## config.mk

```make
export PLATFORM = sky130hd
export DESIGN_NAME = soc_bus_router
export DESIGN_NICKNAME = d
export VERILOG_FILES = /design/src/rtl/soc_bus_pkg.sv /design/src/rtl/soc_addr_decode.sv /design/src/rtl/soc_bus_router.sv
export SDC_FILE = /design/constraint.sdc
export NUM_CORES = 1
export LEC_CHECK = 0
export ABC_AREA = 1
export ABC_CLOCK_PERIOD_IN_PS = 2130
export BUFFER_PORTS_ARGS = -buffer_cell sky130_fd_sc_hd__buf_2
export CORE_AREA = 2 2 165 167
export DETAILED_ROUTE_END_ITERATION = 8
export DIE_AREA = 0 0 167 169
export PLACE_DENSITY = 0.47
export SLEW_MARGIN = 5
export SYNTH_ARGS = -nofsm -noshare
export SYNTH_HDL_FRONTEND = slang
export SYNTH_SLANG_ARGS = --single-unit
```

## constraint.sdc

```tcl
create_clock -name clk -period 2.13 [get_ports clk]
set_clock_uncertainty 0.2 [all_clocks]
set_input_delay 0.1065 -clock clk [delete_from_list [all_inputs] [get_ports clk]]
set_output_delay 0.1065 -clock clk [all_outputs]
set_load 0.03 [all_outputs]
```

## src/rtl/soc_bus_pkg.sv

```systemverilog
// soc_bus_pkg
// Shared definitions for the SoC bus router:
//   bus_state_e      - transaction FSM states
//   ERR_DATA_DEFAULT - read word returned when a transaction is aborted
//   MAX_SLAVES       - largest supported slot count
//   SLOT_W           - width of a binary slot index
package soc_bus_pkg;

  typedef enum logic [1:0] {
    ST_IDLE    = 2'd0,
    ST_RD_WAIT = 2'd1,
    ST_WR_WAIT = 2'd2,
    ST_ABORT   = 2'd3
  } bus_state_e;

  localparam logic [31:0] ERR_DATA_DEFAULT = 32'h6666_6666;
  localparam int unsigned MAX_SLAVES       = 16;
  localparam int unsigned SLOT_W           = $clog2(MAX_SLAVES);

endpackage

```

## src/rtl/soc_addr_decode.sv

```systemverilog
// soc_addr_decode
// Combinational address decoder. The select field is offset by BASE_SEL;
// offsets 0..N_SLAVES-2 map to slots 1..N_SLAVES-1, everything else to
// slot 0 (program memory), so exactly one chip select is always active.
// Ports:
//   i_sel_field  in   SEL_W     select field of the CPU address
//   o_cs         out  N_SLAVES  one-hot slot select
//   o_slot       out  SLOT_W    binary slot index
module soc_addr_decode
  import soc_bus_pkg::*;
#(
  parameter int unsigned N_SLAVES = 8,
  parameter int unsigned SEL_W    = 16,
  parameter logic [31:0] BASE_SEL = 32'h0000_0040
) (
  input  logic [SEL_W-1:0]    i_sel_field,
  output logic [N_SLAVES-1:0] o_cs,
  output logic [SLOT_W-1:0]   o_slot
);

  localparam logic [SEL_W-1:0] BASE_W = SEL_W'(BASE_SEL);
  localparam logic [SEL_W-1:0] LAST_D = SEL_W'(N_SLAVES - 2);

  logic [SEL_W-1:0] w_d;

  always_comb begin
    // Wrap-around subtraction: fields below BASE_SEL become large and fall to slot 0.
    w_d    = i_sel_field - BASE_W;
    o_slot = '0;
    if (w_d <= LAST_D) begin
      o_slot = SLOT_W'(w_d) + SLOT_W'(1);
    end
    o_cs = '0;
    for (int unsigned i = 0; i < N_SLAVES; i++) begin
      if (o_slot == SLOT_W'(i)) begin
        o_cs[i] = 1'b1;
      end
    end
  end

endmodule

```

## src/rtl/soc_bus_router.sv

```systemverilog
// soc_bus_router
// FemtoRV32 bus router: decodes the CPU address onto N_SLAVES slots,
// latches the target slot per transaction and routes read data / busy
// back from the latched slot. A watchdog aborts transactions whose slave
// stays busy too long, returning ERR_DATA and setting a sticky err flag.
// Ports:
//   clk, reset          clock, synchronous active-high reset
//   mem_addr            CPU byte address
//   mem_rstrb           CPU read strobe (single-cycle)
//   mem_wmask           CPU byte write mask (nonzero = write)
//   mem_rdata           read data to CPU
//   mem_rbusy/wbusy     read / write stall to CPU
//   s_cs                one-hot combinational decode of mem_addr
//   s_rstrb, s_wmask    strobes forwarded to the decoded slot
//   s_rdata, s_rbusy,
//   s_wbusy             per-slot read data and busy flags
//   err_clr, err        sticky timeout flag and its clear
//   err_addr            address of the most recent timed-out access
module soc_bus_router
  import soc_bus_pkg::*;
#(
  parameter int unsigned N_SLAVES = 8,
  parameter int unsigned SEL_HI   = 31,
  parameter int unsigned SEL_LO   = 16,
  parameter logic [31:0] BASE_SEL = 32'h0000_0040,
  parameter int unsigned TIMEOUT  = 1023,
  parameter logic [31:0] ERR_DATA = ERR_DATA_DEFAULT
) (
  input  logic                    clk,
  input  logic                    reset,
  input  logic [31:0]             mem_addr,
  input  logic                    mem_rstrb,
  input  logic [3:0]              mem_wmask,
  output logic [31:0]             mem_rdata,
  output logic                    mem_rbusy,
  output logic                    mem_wbusy,
  output logic [N_SLAVES-1:0]     s_cs,
  output logic [N_SLAVES-1:0]     s_rstrb,
  output logic [4*N_SLAVES-1:0]   s_wmask,
  input  logic [32*N_SLAVES-1:0]  s_rdata,
  input  logic [N_SLAVES-1:0]     s_rbusy,
  input  logic [N_SLAVES-1:0]     s_wbusy,
  input  logic                    err_clr,
  output logic                    err,
  output logic [31:0]             err_addr
);

  localparam int unsigned SEL_W = SEL_HI - SEL_LO + 1;
  localparam int unsigned WD_W  = $clog2(TIMEOUT + 1);

  bus_state_e        r_state;
  logic [SLOT_W-1:0] r_sel;
  logic [31:0]       r_addr;
  logic [WD_W-1:0]   r_wd;
  logic              r_err;
  logic [31:0]       r_err_addr;

  logic [SEL_W-1:0]    w_sel_field;
  logic [N_SLAVES-1:0] w_cs;
  logic [SLOT_W-1:0]   w_slot;
  logic [31:0]         w_rdata_sel;
  logic                w_rbusy_sel;
  logic                w_wbusy_sel;
  logic                w_wait_busy;

  assign w_sel_field = mem_addr[SEL_HI:SEL_LO];

  soc_addr_decode #(
    .N_SLAVES (N_SLAVES),
    .SEL_W    (SEL_W),
    .BASE_SEL (BASE_SEL)
  ) u_decode (
    .i_sel_field (w_sel_field),
    .o_cs        (w_cs),
    .o_slot      (w_slot)
  );

  // Return path always follows the latched slot, never the live address.
  always_comb begin
    w_rdata_sel = '0;
    w_rbusy_sel = 1'b0;
    w_wbusy_sel = 1'b0;
    for (int unsigned i = 0; i < N_SLAVES; i++) begin
      if (r_sel == SLOT_W'(i)) begin
        w_rdata_sel = s_rdata[32*i +: 32];
        w_rbusy_sel = s_rbusy[i];
        w_wbusy_sel = s_wbusy[i];
      end
    end
  end

  always_comb begin
    s_cs    = w_cs;
    s_rstrb = mem_rstrb ? w_cs : '0;
    s_wmask = '0;
    for (int unsigned i = 0; i < N_SLAVES; i++) begin
      if (w_cs[i]) begin
        s_wmask[4*i +: 4] = mem_wmask;
      end
    end
  end

  always_comb begin
    mem_rbusy   = (r_state == ST_RD_WAIT) && w_rbusy_sel;
    mem_wbusy   = (r_state == ST_WR_WAIT) && w_wbusy_sel;
    w_wait_busy = mem_rbusy || mem_wbusy;
    mem_rdata   = (r_state == ST_ABORT) ? ERR_DATA : w_rdata_sel;
    err         = r_err;
    err_addr    = r_err_addr;
  end

  always_ff @(posedge clk) begin
    if (reset) begin
      r_state    <= ST_IDLE;
      r_sel      <= '0;
      r_addr     <= '0;
      r_wd       <= '0;
      r_err      <= 1'b0;
      r_err_addr <= '0;
    end else begin
      // Clear first so the abort assignment below takes priority.
      if (err_clr) begin
        r_err <= 1'b0;
      end
      case (r_state)
        ST_IDLE: begin
          if (mem_wmask != '0) begin
            r_state <= ST_WR_WAIT;
            r_sel   <= w_slot;
            r_addr  <= mem_addr;
            r_wd    <= '0;
          end else if (mem_rstrb) begin
            r_state <= ST_RD_WAIT;
            r_sel   <= w_slot;
            r_addr  <= mem_addr;
            r_wd    <= '0;
          end
        end
        ST_RD_WAIT, ST_WR_WAIT: begin
          if (w_wait_busy) begin
            if (r_wd == WD_W'(TIMEOUT)) begin
              r_state <= ST_ABORT;
            end else begin
              r_wd <= r_wd + WD_W'(1);
            end
          end else if (mem_wmask != '0) begin
            r_state <= ST_WR_WAIT;
            r_sel   <= w_slot;
            r_addr  <= mem_addr;
            r_wd    <= '0;
          end else if (mem_rstrb) begin
            r_state <= ST_RD_WAIT;
            r_sel   <= w_slot;
            r_addr  <= mem_addr;
            r_wd    <= '0;
          end else begin
            r_state <= ST_IDLE;
          end
        end
        ST_ABORT: begin
          r_err      <= 1'b1;
          r_err_addr <= r_addr;
          r_state    <= ST_IDLE;
        end
        default: r_state <= ST_IDLE;
      endcase
    end
  end

endmodule

```

==> results.md, run 1 <==
* Worst skew pair latency at 0.34 ns
* # DRC at 0
* Setup tns final at -10.90 ns
* Max clock buf depth at 2
* Synthesized area at a little under 6000 sq um
* Pwr Total at 6.33 mW
* Met3 WL post-DR at 2700 microns
* Leakage power at 6.03 nW
* Cell taking the most area after synthesis: dfxtp_1
* CTS buffer count at 9
* Initial Util at a little over a fifth
* CTS tree: yes
* Total GRT Usage at roughly a quarter
* Fin nets at between 1500 and 2000
* Routability Congestion at roughly 0.95
* Area delta synth->final at 108%
* Max Used Layer: met5
* Final wirelength at 36800 microns
* Via density at 4.86
* Power per Cell Area at roughly 520 nW/um^2
* Clk sinks at 81
* Maxcap violations at 0
* Worst Hold Class: input port to flop
* Max Clk Rate at roughly 0.42 GHz
* Final Hold Viols at 0
* Nature of the critical path endpoint: output pin
* Initial antenna violation count at 21
* DIE WIDTH at 167 microns
* Fillcell total at approximately 2700
* CP Data Arrival Time at 2.05 ns
* M1 WL at around 14000 microns
* Sequential area share after synthesis at between 20% and 30%
* Core area at between 20000 and 30000 sq um
* Flops & latches, synth at 81
* Max IR drop VDD at about 0.00039 V
* Max-slew headroom at approximately three fifths
* Final Worst Setup Slack at -0.229 ns
* Worst-path clk slew at about 0.06 ns
* DRT Pass-1 Iters at 5
* Clk Tree Root Cell: clkbuf_16
* Number of I/O pins at ~430
* Largest net degree at the start of global routing at 50
* Hpwl dp at approximately 27000 microns
* Post-synth top area share at between 20% and 30%
* Metal2 WL at between 15000 and 20000 microns
* Yosys warns at 0
* Slew @ Worst Pin at ~0.58 ns
* Multi-input gate area at approximately 5000 sq um
* Tcrit/Tclk final at 111%
* Vias in the first global route at between 9000 and 10000
* Critical path fanouts, max at 16
* RSZ-0062 raised after global routing: true
* Register area at around 1600 sq um
* H-tree depth at 3
* Routed via count at 9085
* Routed Antenna Nets at 0
* Slew Limit Fails at 0
* Setup Viol. Count Final at around 80
* Violated checks: negative setup slack
* Mapped Nets at ~1300
* Initial drt markers at ~480
* Min cycle time layout at about 2.4 ns
* GRT overflow at 0
* Synth unique cells at 32
* First-pass GRT wire length at between 50000 and 60000 microns
* Gate Count Post-Synth at between 900 and 1000
* Required @ worst endpoint at around 1.8 ns
* Share of cells above drive strength 1 at 55.2%
* Die H at between 150 and 200 microns
* DIE AREA at around 28000 sq um
* Outcome: finished with violations
* Core Rows at 60
* Synth area leaders: dfxtp_1 28%, nand2_1 13%, nand3_1 13%
* WS Path Type: flop to output pin
* Critical path launch point type: flop
* Avg Inst Size Synth at 6.01 sq um
* Buffers on Ports at about 430
* DR WL/cell at ~20 microns
-- layout make-up --
class	count	area share (%)
antenna	15	0.311
timing repair buffer	592	37.5
sequential	81	13.5
inverter	71	2.43
clock buffer	12	2.12
clock inverter	4	0.424
tap	341	3.53
multi-input combinational	752	40.2
-- logic make-up after synthesis --
group / count (synthesis) / share of synthesized area (%)
AOI/OAI and AO/OA: 168 / 16.7
and+or+nand+nor: 566 / 42.8
adders and majority gates: 8 / 1.72
DFF: 81 / 27.9
xor gates and xnor gates: 9 / 1.35
buffers and inverters: 137 / 9.61
-- power by group --
group	total (mW)	switching, mW	internal, mW
Sequential	1.69	0.0781	1.61
Clock	1.62	0.650	0.973
Combinational	3.01	1.61	1.41
Total	6.33	2.33	3.99
-- path summary, 6_finish.rpt --
check,from,endpoint,slack [ns],cells past startpoint
max,r_sel[1],mem_rdata[7],-0.23,10
min,mem_addr[16],r_addr[16],0.04,4
max reg2reg,r_sel[1],r_addr[8],-0.19,16
min reg2reg,r_addr[19],r_addr[19],0.26,2
-- Yosys cell counts, drive strengths merged --
library cell  instances
xnor2                 1
nand2               216
or2                   2
xor2                  8
dfxtp                81
nand3b                3
inv                  71
nor4                  2
nand3               149
o21ai                50
clkbuf               47
nand4                27
ha                    8
a21oi                78
a221oi               23
o211ai               17
buf                  19
nor3                  8
nor2                159
-- critical path, stage by stage (launching register included) --
cell and delay (ns):
dfxtp_4 0.37, buf_6 0.14, nor2_4 0.26, buf_8 0.23, nand3_1 0.09, nand2_1 0.10
a221oi_2 0.04, nand4_1 0.12, o211ai_1 0.11, inv_1 0.11, buf_6 0.14
-- metal layers --
layer  up-vias  track usage (%)
met5         -                0
met4         8             9.03
met3        80             5.92
met2       392             43.0
met1      4245             28.6
li1       4360                -
-- what timing repair did --
| action | in CTS | in global routing |
|---|---|---|
| pin swaps | 63 | 86 |
| hold buffers | 33 | 0 |
| hold endpoints to repair | 33 | 0 |
| resized for setup | 275 | 216 |
| setup buffers | 19 | 16 |
| setup endpoints to repair | 122 | 129 |
| cloned | 13 | 3 |
-- sequential cells by signal, indices dropped and copies added, names as in the netlist --
| register | cells |
|---|---|
| r_state | 2 |
| r_addr | 32 |
| r_wd | 10 |
| err | 1 |
| err_addr | 32 |
| r_sel | 4 |
-- placed cells by master, fill, tap and decap left out, drive strengths merged --
cell type	count
nor2	159
a221oi	23
clkbuf	17
or2	2
nand4	27
xor2	8
ha	8
a21oi	78
dlygate4sd3	33
clkinv	3
clkinvlp	1
nor3	8
bufbuf	1
inv	70
o211ai	17
nand3b	3
nand2	217
xnor2	1
bufinv	1
diode	15
buf	553
o21ai	50
nand3	149
dfxtp	81
nor4	2
-- stage by stage --
stage                     cell area [sq um]  setup slack (ns)  hold slack, ns  util (%)  std cells
after global placement                 8960            -0.257           0.176      33.8       1762
after detailed placement               8960            -0.234           0.183      33.8       1762
after floorplan                        5830           -0.0981          0.0654         -        969
final                                 12100            -0.229          0.0365      45.6       1868
after global routing                  12100            -0.365          0.0467      45.6       1867
after CTS                             11200            -0.199         0.00800      42.1       1842
Power figures use the tool's default switching activity.
==> inputs of run 2 (changes only) <==
--- a/config.mk
+++ b/config.mk
@@ -8,11 +8,12 @@
 export ABC_AREA = 1
 export ABC_CLOCK_PERIOD_IN_PS = 2130
 export BUFFER_PORTS_ARGS = -buffer_cell sky130_fd_sc_hd__buf_2
-export CORE_AREA = 2 2 165 167
+export CORE_AREA = 2 2 167 169
 export DETAILED_ROUTE_END_ITERATION = 8
-export DIE_AREA = 0 0 167 169
-export PLACE_DENSITY = 0.47
+export DIE_AREA = 0 0 169 171
+export PLACE_DENSITY = 0.46
 export SLEW_MARGIN = 5
 export SYNTH_ARGS = -nofsm -noshare
 export SYNTH_HDL_FRONTEND = slang
+export SYNTH_HIERARCHICAL = 1
 export SYNTH_SLANG_ARGS = --single-unit
==> run 2 against run 1 <==
  * The flow still finishes with violations (negative setup slack)
  * Combinational power shrank 13%
  * Synthesized cell count grew 5.3%
  * Clock power grew 5%
  * Non-clock buffer count shrank 21
  * Critical endpoint is now mem_rdata[28]
  * Largest power group unchanged
==> results.md, run 2 <==
* FF-to-FF path depth at 16
* Asr flop ratio synth at 0%
* H-tree depth at 3
* Routability Congestion at 0.863
* Multi-input gate area at roughly 4300 sq um
* Power per Cell Area at 546 nW/um^2
* Post-route design area at about 11000 sq um
* Final Hold Viols at 0
* Most frequent cell after synthesis: nand2_1
* Avg Inst Size Synth at roughly 6 sq um
* Final Worst Setup Slack at -0.207 ns
* Routed Antenna Nets at 0
* RR Endpoint: r_addr[4]
* Required @ worst endpoint at approximately 1.8 ns
* Critical path launch point type: flop
* Worst skew pair latency at between 0.3 and 0.4 ns
* Worst-path clk slew at ~0.070 ns
* Max Clk Rate at 0.428 GHz
* Sequential area share after synthesis at a little over a quarter
* GRT overflow at 0
* Slowest cell delay on critical path at 0.38 ns
* CP Data Arrival Time at a little over 2 ns
* Max clock buf depth at 2
* Max IR drop VDD at ~0.00046 V
* DIE WIDTH at approximately 170 microns
* Critical path fanouts, max at 7
* # DRC at 0
* Vias in the first global route at roughly 8200
* Nature of the critical path endpoint: output pin
* Post-synth top area share at 27.2%
* Worst-path cell chain: buf_6 > nand2_4 > nor2_4 > buf_8 > buf_12 > a221oi_4 > nand4_1 > o211ai_1 > inv_1 > buf_6
* Leakage power at between 5 and 6 nW
* Min-delay src: mem_rstrb
* Number of I/O pins at ~430
* First-pass GRT wire length at 46400 microns
* Slew Limit Fails at 0
* Initial Util at between 20% and 30%
* Outcome: finished with violations
* Worst Hold Class: input port to flop
* Pwr Total at 6.03 mW
* Core area at 27300 sq um
* Synthesized area at ~6000 sq um
* Clk sinks at a little over 80
* Synth unique cells at 37
* Violated checks: negative setup slack
* Clk Tree Root Cell: clkbuf_16
* CP max-delay cell: dfxtp_4
* Buffers on Ports at between 400 and 500
* Hold endpoint: r_state[0]
* CTS buffer count at 9
* Gate Count Post-Synth at slightly above 1000
* Routed via count at around 9000
* Cell taking the most area after synthesis: dfxtp_1
* RSZ-0062 raised after global routing: true
* Die H at 171 microns
* Core Rows at between 60 and 70
* Flops & latches, synth at 81
* Most common cell after layout, fill and taps aside: buf_2
* Hpwl dp at approximately 25000 microns
* Mapped Nets at ~1300
* Register area at roughly 1600 sq um
* Initial drt markers at slightly below 500
* Worst path most repeated cell: buf_6
* Yosys warns at 6
* Hold Path Cell Cnt at 5
* Share of cells above drive strength 1 at between 40% and 50%
* Slew @ Worst Pin at approximately 0.4 ns
* Most frequent cells in the layout: 393 x buf_2, 200 x nand2_1, 159 x nor2_1
* Initial antenna violation count at 22
* Synth area leaders: dfxtp_1 27%, nand2_1 14%, nor2_1 13%
* Via density at ~4.6
* Primary FF master, synth: dfxtp_1
* DRT Pass-1 Iters at 4
* Area delta synth->final at 85.1%
* Reg2reg start: r_sel[0]
* Largest net degree at the start of global routing at 80
* DR WL/cell at around 17 microns
* Area post-placement at roughly 9000 sq um
* DIE AREA at between 20000 and 30000 sq um
* Max-slew headroom at 72.3%
* WS Path Type: flop to output pin
* Final wirelength at around 33000 microns
* Setup Viol. Count Final at between 70 and 80
* Fillcell total at slightly below 3000
* Total GRT Usage at approximately a fifth
* Maxcap violations at 0
* Post-synth EDFFs at 0
* CTS tree: yes
* Top post-synthesis cells by count: 216 x nand2_1, 199 x nor2_1, 116 x nand3_1
* R2R setup slack at -0.16 ns
* Fin nets at approximately 1900
* Tcrit/Tclk final at 110%
* Min cycle time layout at approximately 2.3 ns
[run 2: cell count changes after synthesis, sizes merged, moves of 6 or more]
cell / delta
a21oi: -33
inv: +31
nand2: +6
nand3: -31
nor2: +47
o21ai: +42
[run 2: timing repair]
item	in CTS	in global routing
setup endpoints to repair	82	93
setup buffers	12	16
resized for setup	143	161
endpoints found under the hold margin	34	0
pin swaps	16	37
cloned	0	9
hold buffers	35	0
[run 2: where the power goes]
group / switching [mW] / internal, mW / total (mW)
registers: 0.0883 / 1.62 / 1.71
logic: 1.46 / 1.15 / 2.62
clock network: 0.748 / 0.949 / 1.70
total: 2.30 / 3.73 / 6.03
[run 2: cell type report]
class | instances | area share (%)
Antenna cell | 13 | 0.295
Timing Repair Buffer | 571 | 34.8
Clock inverter | 7 | 0.862
Timing Repair inverter | 3 | 0.442
Tap cell | 346 | 3.92
Inverter | 102 | 3.67
Clock buffer | 9 | 2.04
Multi-Input combinational cell | 774 | 39.1
Sequential cell | 81 | 14.8
[run 2: per-stage QoR]
stage	hold WS (ns)	setup slack [ns]	TNS [ns]	cells	util [%]
6_report	0.0686	-0.207	-9.86	1906	40.4
3_3_place_gp	0.158	-0.208	-9.46	1805	32.7
2_1_floorplan	-0.0244	0.00951	0	1020	-
4_1_cts	0.0525	-0.200	-6.77	1868	37.4
5_1_grt	0.0994	-0.334	-19.99	1901	40.3
3_5_place_dp	0.163	-0.247	-12.68	1805	32.7
[run 2: routing by layer]
metal	track usage (%)	routed length (microns)	share of wire (%)
met5	0	63	0.19
met4	7.92	840	2.5
met3	5.18	2240	6.7
met2	37.7	17100	51
met1	23.7	13100	39
[run 2: cell families (layout without fill, tap and decap cells)]
group | count (synthesis) | after routing | share of synthesized area [%]
and+or+nand+nor | 582 | 584 | 42.0
AOI/OAI and AO/OA | 173 | 173 | 16.5
buffers and inverters | 167 | 692 | 11.3
DFF | 81 | 81 | 27.2
xor gates and xnor gates | 9 | 9 | 1.32
adders and majority gates | 8 | 8 | 1.68
other | 0 | 13 | 0
[run 2: critical path: cells and delay by family (launching register included)]
family	cells	cell delay (ns)
AO/OA/AOI/OAI	2	0.39
flip-flops	1	0.38
buffers and inverters	5	0.65
AND/OR/NAND/NOR	3	0.27
[run 2: worst max-delay path by stage]
stage                        start             to  slack, ns
after global placement    r_sel[0]   mem_rdata[3]      -0.21
after global routing      r_sel[1]  mem_rdata[25]      -0.33
final                     r_sel[1]  mem_rdata[28]      -0.21
after CTS                 r_sel[2]  mem_rdata[12]      -0.20
after detailed placement  r_sel[1]        r_wd[4]      -0.25
after floorplan           r_sel[1]       r_sel[0]       0.01
==> inputs of run 3 (changes only) <==
--- a/config.mk
+++ b/config.mk
@@ -9,6 +9,7 @@
 export ABC_CLOCK_PERIOD_IN_PS = 2130
 export BUFFER_PORTS_ARGS = -buffer_cell sky130_fd_sc_hd__buf_2
 export CORE_AREA = 2 2 167 169
+export CTS_BUF_LIST = sky130_fd_sc_hd__clkbuf_8
 export DETAILED_ROUTE_END_ITERATION = 8
 export DIE_AREA = 0 0 169 171
 export PLACE_DENSITY = 0.46
==> run 3 against run 2 <==
  * Routed wire length fell by 2.9%
  * The flow still finishes with violations (negative setup slack)
  * First-iteration DRC count fell by 6.2%
  * Highest routed layer unchanged
  * Power fell by 9.7%
  * Worst hold slack got worse by 0.021 ns
  * Critical path depth did not move
  * Fmax fell by 1.6%
==> results.md, run 3 (same netlist as run 2, synthesis figures left out) <==
* CTS buffer count at 9
* GRT overflow at 0
* Worst skew pair latency at between 0.3 and 0.4 ns
* Initial antenna violation count at 22
* Share of power burned in the clock network at about a quarter
* Buffers on Ports at about 430
* Post-route design area at ~11000 sq um
* Area delta synth->final at 76.2%
* Max Clk Rate at 0.421 GHz
* Sw Ratio at approximately two fifths
* Final wirelength at 32400 microns
* Worst-path clk slew at about 0.090 ns
* Register area at around 1600 sq um
* Comb power frac at between 40% and 50%
* Nature of the critical path endpoint: output pin
* RSZ-0062 raised after global routing: true
* Maxcap violations at 0
* P_sw at roughly 2.1 mW
* Number of I/O pins at 427
* Min-delay src: mem_rstrb
* Area post-placement at approximately 9000 sq um
* Final Hold Viols at 0
* Leakage power at between 5 and 6 nW
* Fillcell total at between 3000 and 4000
* Setup Viol. Count Final at between 80 and 90
* Largest net degree at the start of global routing at 80
* # DRC at 0
* Routed Antenna Nets at 0
* Initial Util at between 20% and 30%
* Die H at about 170 microns
* Routability Congestion at between 0.8 and 0.9
* Critical path launch point type: flop
* Int Pwr at around 3.3 mW
* CP Data Arrival Time at slightly above 2 ns
* Via density at around 4.6
* Min cycle time layout at 2.38 ns
* H-tree depth at 3
* Core area at 27300 sq um
* Initial drt markers at ~450
* Max-slew headroom at approximately 73%
* Outcome: finished with violations
* WS Path Type: flop to output pin
* Share of cells above drive strength 1 at ~42%
* Most frequent cells in the layout: 395 x buf_2, 206 x nand2_1, 190 x nor2_1
* Violated checks: negative setup slack
* Routed via count at slightly below 9000
* Required @ worst endpoint at ~1.8 ns
* Clk Tree Root Cell: clkbuf_8
* Total GRT Usage at around a fifth
* DIE AREA at between 20000 and 30000 sq um
* Max clock buf depth at 2
* DIE WIDTH at 169 microns
* DR WL/cell at approximately 17 microns
* Sequential power share at 31.1%
* Slew @ Worst Pin at between 0.4 and 0.5 ns
* DRT Pass-1 Iters at 5
* Slew Limit Fails at 0
* Clk sinks at 81
* Reg2reg start: r_sel[0]
* Hpwl dp at around 25000 microns
* Final core occ at between 30% and 40%
* Power per Cell Area at slightly above 500 nW/um^2
* Max IR drop VDD at about 0.00035 V
* Multi-input gate area at 4080 sq um
* First-pass GRT wire length at approximately 46000 microns
* Most common cell after layout, fill and taps aside: buf_2
* Worst Hold Class: input port to flop
* Critical path fanouts, max at 7
* Fin nets at about 1800
* Core Rows at 61
* Vias in the first global route at 8163
* CTS tree: yes
* Crit path from: r_sel[0]
* Finished Layout Cells at 1892
* Tcrit/Tclk final at 112%
* Final Worst Setup Slack at -0.246 ns
* Post-Place Cells at roughly 1800
-- run 3: metal layers --
metal  up-vias  part of all wire, %  global-route usage [%]  routed length [microns]
met1      3946                   40                    23.7                    12900
met4        10                  2.8                    7.66                      895
met3        48                  6.5                    5.00                     2110
li1       4369                    -                       -                        -
met2       335                   51                    37.7                    16400
met5         -                 0.21                       0                       68
-- run 3: power by group through the flow --
stage / clock network, mW / registers, mW / logic (mW)
CTS: 1.32 / 1.69 / 2.37
floorplan: 0 / 1.73 / 1.15
global route: 1.37 / 1.71 / 2.68
detailed placement: 0 / 1.73 / 2.00
global placement: 0 / 1.73 / 1.99
finish: 1.27 / 1.69 / 2.48
-- run 3: final timing paths --
kind              depth (start not counted)  slack, ns            end
setup / recovery                         10      -0.25  mem_rdata[27]
setup reg to reg                         12      -0.07     r_addr[10]
hold reg to reg                           2       0.28   err_addr[30]
hold / removal                            5       0.05     r_state[0]
-- run 3: cell type report --
| type | count | area share (%) |
|---|---|---|
| Inverter | 102 | 3.81 |
| Multi-Input combinational cell | 772 | 38.8 |
| Clock inverter | 7 | 0.905 |
| Clock buffer | 9 | 1.18 |
| Antenna cell | 14 | 0.333 |
| Timing Repair Buffer | 561 | 35.2 |
| Sequential cell | 81 | 15.6 |
| Tap cell | 346 | 4.12 |
-- run 3: stage by stage --
step | hold slack [ns] | setup slack, ns | setup TNS [ns] | total power, mW
2_1_floorplan | -0.0244 | 0.00951 | 0 | 2.88
3_3_place_gp | 0.158 | -0.208 | -9.46 | 3.72
3_5_place_dp | 0.163 | -0.247 | -12.68 | 3.73
4_1_cts | 0.0168 | -0.236 | -8.42 | 5.38
5_1_grt | 0.0812 | -0.356 | -19.51 | 5.76
6_report | 0.0474 | -0.246 | -7.17 | 5.44
-- run 3: timing repair --
item	CTS	global route
endpoints found under the hold margin	34	0
gates cloned	0	2
gates resized for setup	159	61
hold buffers	35	0
buffers inserted	11	9
setup endpoints to repair	82	93
pin swaps	15	19
-- run 3: critical path, stage by stage, from the launching register on --
cell      delay [ns]
dfxtp_4         0.39
buf_6           0.13
nand2_4         0.08
nor2_4          0.06
buf_8           0.14
buf_12          0.15
a221oi_4        0.26
nand4_1         0.17
o211ai_1        0.13
inv_1           0.07
buf_6           0.14
